$ cat src/rtl/pll_dyn_ctrl.sv
// Sequencer for a dynamically reconfigurable rPLL: power-on lock, divider changes, lock qualification and retry.
// Latency: a request is accepted in one cycle; lock is declared 2 + LOCK_STABLE cycles after lock_i settles high.
// Backpressure: req_ready is high only in IDLE; requests arriving while busy are ignored and must be held.
module pll_dyn_ctrl #(
    parameter int unsigned INIT_FDIV    = 0,
    parameter int unsigned INIT_IDIV    = 0,
    parameter bit          SEL_INVERT   = 1'b1,
    parameter int unsigned RESET_CYCLES = 16,
    parameter int unsigned LOCK_STABLE  = 256,
    parameter int unsigned LOCK_TIMEOUT = 65535,
    parameter int unsigned MAX_RETRY    = 3,
    parameter bit          AUTO_RELOCK  = 1'b1
) (
    input  logic       clkin,
    input  logic       reset,
    input  logic       req_valid,
    output logic       req_ready,
    input  logic [5:0] req_fdiv,
    input  logic [5:0] req_idiv,
    output logic       pll_reset,
    output logic [5:0] fdiv,
    output logic [5:0] idiv,
    input  logic       lock_i,
    output logic       locked,
    output logic       busy,
    output logic       err
);

    localparam int RW = $clog2(RESET_CYCLES) + 1;
    localparam int SW = $clog2(LOCK_STABLE) + 1;
    localparam int TW = $clog2(LOCK_TIMEOUT) + 1;
    localparam int YW = $clog2(MAX_RETRY + 1) + 1;

    localparam logic [RW-1:0] RST_LAST   = RW'(RESET_CYCLES - 1);
    localparam logic [SW-1:0] STABLE_N   = SW'(LOCK_STABLE);
    localparam logic [TW-1:0] TIMEOUT_N  = TW'(LOCK_TIMEOUT);
    localparam logic [YW-1:0] RETRY_MAX  = YW'(MAX_RETRY);
    // The rPLL dynamic select ports take the inverted code when SEL_INVERT is set.
    localparam logic [5:0]    SEL_MASK   = SEL_INVERT ? 6'h3F : 6'h00;
    localparam logic [5:0]    INIT_F_ENC = 6'(INIT_FDIV) ^ SEL_MASK;
    localparam logic [5:0]    INIT_I_ENC = 6'(INIT_IDIV) ^ SEL_MASK;

    typedef enum logic [1:0] {
        RST_HOLD  = 2'd0,
        WAIT_LOCK = 2'd1,
        IDLE      = 2'd2
    } state_t;

    state_t          state_q, state_d;
    logic [RW-1:0]   rst_cnt_q, rst_cnt_d;
    logic [SW-1:0]   stable_q, stable_d, stable_nxt;
    logic [TW-1:0]   to_cnt_q, to_cnt_d, to_nxt;
    logic [YW-1:0]   retry_q, retry_d;
    logic            locked_q, locked_d;
    logic            err_q, err_d;
    logic            pll_reset_q, pll_reset_d;
    logic [5:0]      fdiv_q, fdiv_d;
    logic [5:0]      idiv_q, idiv_d;
    logic            sync1_q, sync2_q;
    logic            lock_s;

    // Two-flop synchronizer bringing the PLL lock flag into the clkin domain.
    always_ff @(posedge clkin) begin
        if (reset) begin
            sync1_q <= 1'b0;
            sync2_q <= 1'b0;
        end else begin
            sync1_q <= lock_i;
            sync2_q <= sync1_q;
        end
    end

    assign lock_s = sync2_q;

    // Next-state logic: reset hold timing, lock qualification, retry and request handling.
    always_comb begin
        state_d     = state_q;
        rst_cnt_d   = '0;
        stable_d    = '0;
        to_cnt_d    = '0;
        retry_d     = retry_q;
        locked_d    = locked_q;
        err_d       = err_q;
        fdiv_d      = fdiv_q;
        idiv_d      = idiv_q;
        stable_nxt  = lock_s ? (stable_q + 1'b1) : '0;
        to_nxt      = to_cnt_q + 1'b1;

        case (state_q)
            RST_HOLD: begin
                if (rst_cnt_q == RST_LAST) begin
                    state_d = WAIT_LOCK;
                end else begin
                    rst_cnt_d = rst_cnt_q + 1'b1;
                end
            end
            WAIT_LOCK: begin
                stable_d = stable_nxt;
                to_cnt_d = to_nxt;
                // Success is tested first so it wins over a simultaneous timeout.
                if (stable_nxt >= STABLE_N) begin
                    state_d  = IDLE;
                    locked_d = 1'b1;
                    retry_d  = '0;
                    err_d    = 1'b0;
                end else if (to_nxt >= TIMEOUT_N) begin
                    if (retry_q < RETRY_MAX) begin
                        retry_d = retry_q + 1'b1;
                        state_d = RST_HOLD;
                    end else begin
                        err_d    = 1'b1;
                        locked_d = 1'b0;
                        state_d  = IDLE;
                    end
                end
            end
            IDLE: begin
                // A new request outranks a coincident lock loss.
                if (req_valid) begin
                    fdiv_d   = req_fdiv ^ SEL_MASK;
                    idiv_d   = req_idiv ^ SEL_MASK;
                    locked_d = 1'b0;
                    err_d    = 1'b0;
                    retry_d  = '0;
                    state_d  = RST_HOLD;
                end else if (locked_q && !lock_s) begin
                    locked_d = 1'b0;
                    if (AUTO_RELOCK) begin
                        retry_d = '0;
                        state_d = RST_HOLD;
                    end
                end
            end
            default: begin
                state_d = RST_HOLD;
            end
        endcase

        pll_reset_d = (state_d == RST_HOLD);
    end

    // State and output registers; reset restarts the power-on sequence with the initial codes.
    always_ff @(posedge clkin) begin
        if (reset) begin
            state_q     <= RST_HOLD;
            rst_cnt_q   <= '0;
            stable_q    <= '0;
            to_cnt_q    <= '0;
            retry_q     <= '0;
            locked_q    <= 1'b0;
            err_q       <= 1'b0;
            pll_reset_q <= 1'b1;
            fdiv_q      <= INIT_F_ENC;
            idiv_q      <= INIT_I_ENC;
        end else begin
            state_q     <= state_d;
            rst_cnt_q   <= rst_cnt_d;
            stable_q    <= stable_d;
            to_cnt_q    <= to_cnt_d;
            retry_q     <= retry_d;
            locked_q    <= locked_d;
            err_q       <= err_d;
            pll_reset_q <= pll_reset_d;
            fdiv_q      <= fdiv_d;
            idiv_q      <= idiv_d;
        end
    end

    assign req_ready = (state_q == IDLE);
    assign busy      = (state_q != IDLE);
    assign pll_reset = pll_reset_q;
    assign fdiv      = fdiv_q;
    assign idiv      = idiv_q;
    assign locked    = locked_q;
    assign err       = err_q;

endmodule

$ cat config.mk
export PLATFORM = sky130hd
export DESIGN_NAME = pll_dyn_ctrl
export DESIGN_NICKNAME = d
export VERILOG_FILES = /design/src/rtl/pll_dyn_ctrl.sv
export SDC_FILE = /design/constraint.sdc
export NUM_CORES = 1
export LEC_CHECK = 0
export CORE_MARGIN = 4
export CORE_UTILIZATION = 51
export CTS_CLUSTER_SIZE = 16
export DETAILED_ROUTE_END_ITERATION = 10
export MAX_ROUTING_LAYER = met4
export PLACE_DENSITY = 0.87
export SKIP_CTS_REPAIR_TIMING = 1
export SLEW_MARGIN = 5
export SYNTH_ARGS = -nofsm -noshare
export SYNTH_HDL_FRONTEND = slang
export SYNTH_SLANG_ARGS = --single-unit
$ cat constraint.sdc
create_clock -name clkin -period 4.3 [get_ports clkin]
set_input_delay 0.86 -clock clkin [delete_from_list [all_inputs] [get_ports clkin]]
set_output_delay 0.86 -clock clkin [all_outputs]
set_load 0.05 [all_outputs]
# After elaboration in Yosys (flattened, before gate mapping)
# Cells that the tools add are included.
dict set report op_classes {
  add_sub_neg 4
  multipliers 0
  n_div 0
  n_lt_le_gt_ge 3
  n_eq_ne 9
  n_shift 0
  n_mux 25
  bitwise_logic 4
  n_reduce_logical 11
}
# cell n
set op_table {}
lappend op_table {{$add A17 B1 Y17 const B} 1}
lappend op_table {{$ge A17 B16 Y1 const B} 1}
lappend op_table {{$mux W3} 5}
lappend op_table {{$mux W2} 6}
lappend op_table {{$not A6 Y6} 2}
lappend op_table {{$reduce_and A4 Y1} 3}
lappend op_table {{$add A9 B1 Y9 const B} 1}
lappend op_table {{$ge A9 B9 Y1 const B} 1}
lappend op_table {{$mux W1} 9}
lappend op_table {{$mux W9} 1}
lappend op_table {{$ne A3 B3 Y1 const B} 3}
lappend op_table {{$pmux W2 S3} 1}
lappend op_table {{$pmux W3 S2} 1}
lappend op_table {{$add A5 B1 Y5 const B} 1}
lappend op_table {{$eq A5 B4 Y1 const B} 1}
lappend op_table {{$logic_not A2 Y1} 2}
lappend op_table {{$ne A2 B2 Y1 const B} 2}
lappend op_table {{$pmux W1 S2} 2}
lappend op_table {{$add A3 B1 Y3 const B} 1}
lappend op_table {{$lt A3 B2 Y1 const B} 1}
lappend op_table {{$ne A3 B2 Y1 const B} 1}
lappend op_table {{$reduce_or A3 Y1} 1}
lappend op_table {{$eq A2 B1 Y1 const B} 1}
lappend op_table {{$eq A2 B2 Y1 const B} 1}
lappend op_table {{other kinds (6)} 7}
dict set report word_totals {
  reg_bits 53
  latchBits 0
  mem_bits_rw 0
  mem_bits_ro 0
  inputBits 16
  out_inout_bits 17
  elab_cells 68
  memories 0
}

# Logic depth before layout (Yosys ltp)
dict set report depth {
  ltp_word 6
  mapped_depth 10
  mapped_depth_nobuf 9
}

# Worst setup path after synthesis
# OpenSTA, ideal clock, no wires.
dict set report synth_timing {
  path_kind {register to register}
  from {register to_cnt_q[1]}
  to {register retry_q[0]}
  setup_ps 70
  arrival_ps 2460
  required_time_ps 4230
  setup_slack_ps 1769
  path_stages_with_launch 10
  path_buffers 1
  synth_period_minus_slack_ps 2531
  path_cell_list {dfxtp_1 ha_1 buf_2 nand4_2 nor4_2 o22ai_1 o41ai_4 a21oi_2 or4_1 a21oi_1}
}
dict set report synth_via {
  elab_chain_cells 4
}
# item line
set synth_rtl {}
lappend synth_rtl {{from (decl)} 52} ;# logic [TW-1:0] to_cnt_q, to_cnt_d, to_nxt;
lappend synth_rtl {{from (signal assigned)} 159} ;# to_cnt_q <= to_cnt_d;
lappend synth_rtl {{$add A17 B1 Y17} 87} ;# to_nxt = to_cnt_q + 1'b1;
lappend synth_rtl {{$ge A17 B16 Y1} 106} ;# end else if (to_nxt >= TIMEOUT_N) begin
lappend synth_rtl {{$ne A3 B3 Y1 (no source line)} --}
lappend synth_rtl {{$reduce_and A4 Y1 (no source line)} --}
lappend synth_rtl {{to (signal assigned)} 160} ;# retry_q <= retry_d;
lappend synth_rtl {{to (decl)} 53} ;# logic [YW-1:0] retry_q, retry_d;
# Every way passes these cells.
# A chain may end at the register's enable or synchronous reset.

# Worst setup path after layout
dict set report layout_timing {
  from {register to_cnt_q[0]}
  to {register retry_q[0]}
}
# Same word-level chain as after synthesis.

==> impl_metrics.env <==
export IMPL_rr_startpoint="to_cnt_q[0]"
export IMPL_grt_pass1_vias=1815
export IMPL_synth_top_cell_area_share_pct=44.17
export IMPL_place_gp_congestion=0.7771
export IMPL_drt_wirelength_per_cell_um=12.72
export IMPL_final_period_utilization_pct=66.04
export IMPL_fin_util_pct=63.77
export IMPL_syn_inst=267
export IMPL_synth_most_common_cell="dfxtp_1"
export IMPL_slew_headroom_pct=43.53
export IMPL_hp_start="sync1_q"
export IMPL_slew_violations=0
export IMPL_viasPerCell=5.509
export IMPL_antenna_cells=0
export IMPL_io_pins=33
export IMPL_initial_core_util_pct=54.05
export IMPL_clk_pin_slew_worst_paths_ps=90
export IMPL_hold_viol_final=0
export IMPL_die_h_um=76.63
export IMPL_dp_hpwl_mm=3.324
export IMPL_outcome="complete, no violations"
export IMPL_p_leak_nw=1.008
export IMPL_antenna_found_initial=0
export IMPL_track_usage_pct=16.53
export IMPL_required_ps=4520
export IMPL_overflow=0
export IMPL_maxCapViolations=0
export IMPL_clk_latency_ps=300
export IMPL_fmax_ghz=0.3521
export IMPL_finalSetupTns_ps=0
export IMPL_drtAntennaViolNets=0
export IMPL_grt_max_degree=26
export IMPL_fillers=368
export IMPL_die_x_um=76.63
export IMPL_skew_ps=5.941
export IMPL_cts_tree="built"
export IMPL_cts_buffer_depth=2
export IMPL_cts_buffers=5
export IMPL_powerDensity_mw_per_mm2=280.8
export IMPL_synth_seq_cells=53
export IMPL_irDropWorstVdd_mv=0.2578
export IMPL_root_buffer="clkbuf_8"
export IMPL_area_delta_synth_final_pct=17.97
export IMPL_hold_path_class="reg -> reg"
export IMPL_drc=0
export IMPL_setup_worst_path_start_class="register"
export IMPL_yosys_top_cells_count="53 x dfxtp_1, 44 x nor2_1, 14 x a211o_1"
export IMPL_cp_data_arrival_time_ps=3060
export IMPL_cts_max_level=2
export IMPL_criticalPathCategory="reg -> reg"
export IMPL_end_kind="register"
export IMPL_synth_nets=293
export IMPL_worstPathMaxFanout=10
export IMPL_fin_crit_ps=2840
export IMPL_synth_edff_count=0
export IMPL_grt_pass1_wl_mm=7.831
export IMPL_vias=1917
export IMPL_yosysWarnings=0
export IMPL_setup_viol=0
export IMPL_row_count=24
export IMPL_synth_cell_type_count=47
export IMPL_drt_wl_total_mm=4.427
export IMPL_tightest_slew_ps=844.4
export IMPL_cts_sinks=53
export IMPL_io_buffers=32
export IMPL_core_area_mm2=0.004444
export IMPL_layout_drive_gt1_share_pct=5.068
export IMPL_worstSetupStartpoint="to_cnt_q[0]"
export IMPL_drtIter0Drc=79
export IMPL_synth_ff_type="dfxtp_1"
export IMPL_async_flop_share_pct=0
export IMPL_ys_seq_area_share_pct=44.17
export IMPL_postSynthAreaPerCell_um2=8.997
export IMPL_synth_cell_area_mm2=0.002402
export IMPL_die_area_mm2=0.005872
export IMPL_synthTopCellsByArea="dfxtp_1 44%, nor2_1 6.9%, ha_1 5.2%"
export IMPL_nets=322
export IMPL_yosysTopAreaCell="dfxtp_1"
export IMPL_rsz0062_at_grt="no"
export IMPL_first_pass_iters=4
==> final timing paths <==
| path | to | cells past startpoint | slack (ps) |
|---|---|---|---|
| worst min-delay path | lock_s | 1 | 450 |
| worst max-delay path | retry_q[0] | 8 | 1460 |
| worst max register to register | retry_q[0] | 8 | 1460 |
| worst min register to register | lock_s | 1 | 450 |
==> final cells by class <==
class                           instances  area, um^2  share of cell area [%]
Sequential cell                        53        1061                   37.44
Multi-Input combinational cell        193        1260                   44.46
Clock buffer                            7       86.33                   3.046
Inverter                               11       41.29                   1.457
Timing Repair Buffer                   32       320.3                   11.30
Tap cell                               52       65.06                   2.296
==> metrics by stage <==
| step | power (mW) | worst slack [ps] | instance area (um^2) | instances | hold WS [ps] |
|---|---|---|---|---|---|
| finish | 0.7959 | 1460 | 2834 | 348 | 446.8 |
| global route | 0.8273 | 1269 | 2834 | 348 | 466.4 |
| CTS | 0.8065 | 1446 | 2834 | 348 | 447.2 |
| detailed placement | 0.5309 | 1482 | 2748 | 341 | 427.3 |
| global placement | 0.5301 | 1569 | 2748 | 341 | 418.6 |
| floorplan | 0.5146 | 1769 | 2402 | 267 | 413.2 |
==> per-layer routing <==
metal | global-route usage, % | share of wire (%)
met1 | 19.04 | 45
met2 | 26.71 | 47
met3 | 6.738 | 6.7
met4 | 4.348 | 0.99
met5 | - | 0
==> cell families after synthesis <==
| group | share of synthesized area (%) |
|---|---|
| AOI/OAI and AO/OA | 17.97 |
| xor gates and xnor gates | 6.927 |
| adders and majority gates | 5.208 |
| buffers and inverters | 3.385 |
| DFF | 44.17 |
| muxes | 0.4167 |
| and+or+nand+nor | 21.93 |
==> flip-flops by register name, summed over array words and instances, names as in the netlist, 2 cells and up <==
signal,cells
retry_q,3
to_cnt_q,17
rst_cnt_q,5
idiv,6
fdiv,6
state_q,2
stable_q,9
==> placed cells by master (no fill, tap or decap), types with 3 or more instances in the layout <==
cell / netlist / layout
nor3_1: 4 / 4
xnor2_1: 10 / 10
nor2b_1: 3 / 3
nor2_1: 44 / 44
ha_1: 10 / 10
nand4_1: 4 / 4
nand3_1: 12 / 12
o21ai_0: 12 / 12
xor2_1: 9 / 9
nand2_1: 13 / 13
and3_1: 4 / 4
clkbuf_8: 0 / 6
inv_1: 11 / 11
dfxtp_1: 53 / 53
or3_1: 7 / 7
a211o_1: 14 / 14
clkdlybuf4s50_1: 0 / 32
a21oi_1: 13 / 13
==> power by group <==
group	internal [mW]	total, mW	switching (mW)
Combinational	0.0151	0.0233	0.00813
Clock	0.128	0.277	0.149
Sequential	0.494	0.496	0.00213
==> critical path, stage by stage, from the launching register on <==
cell,delay (ps)
dfxtp_1,480
ha_1,350
nand4_2,210
nor4_2,300
o22ai_1,160
o41ai_4,490
a21oi_2,120
or4_1,510
a21oi_1,140
Power figures use the tool's default switching activity.
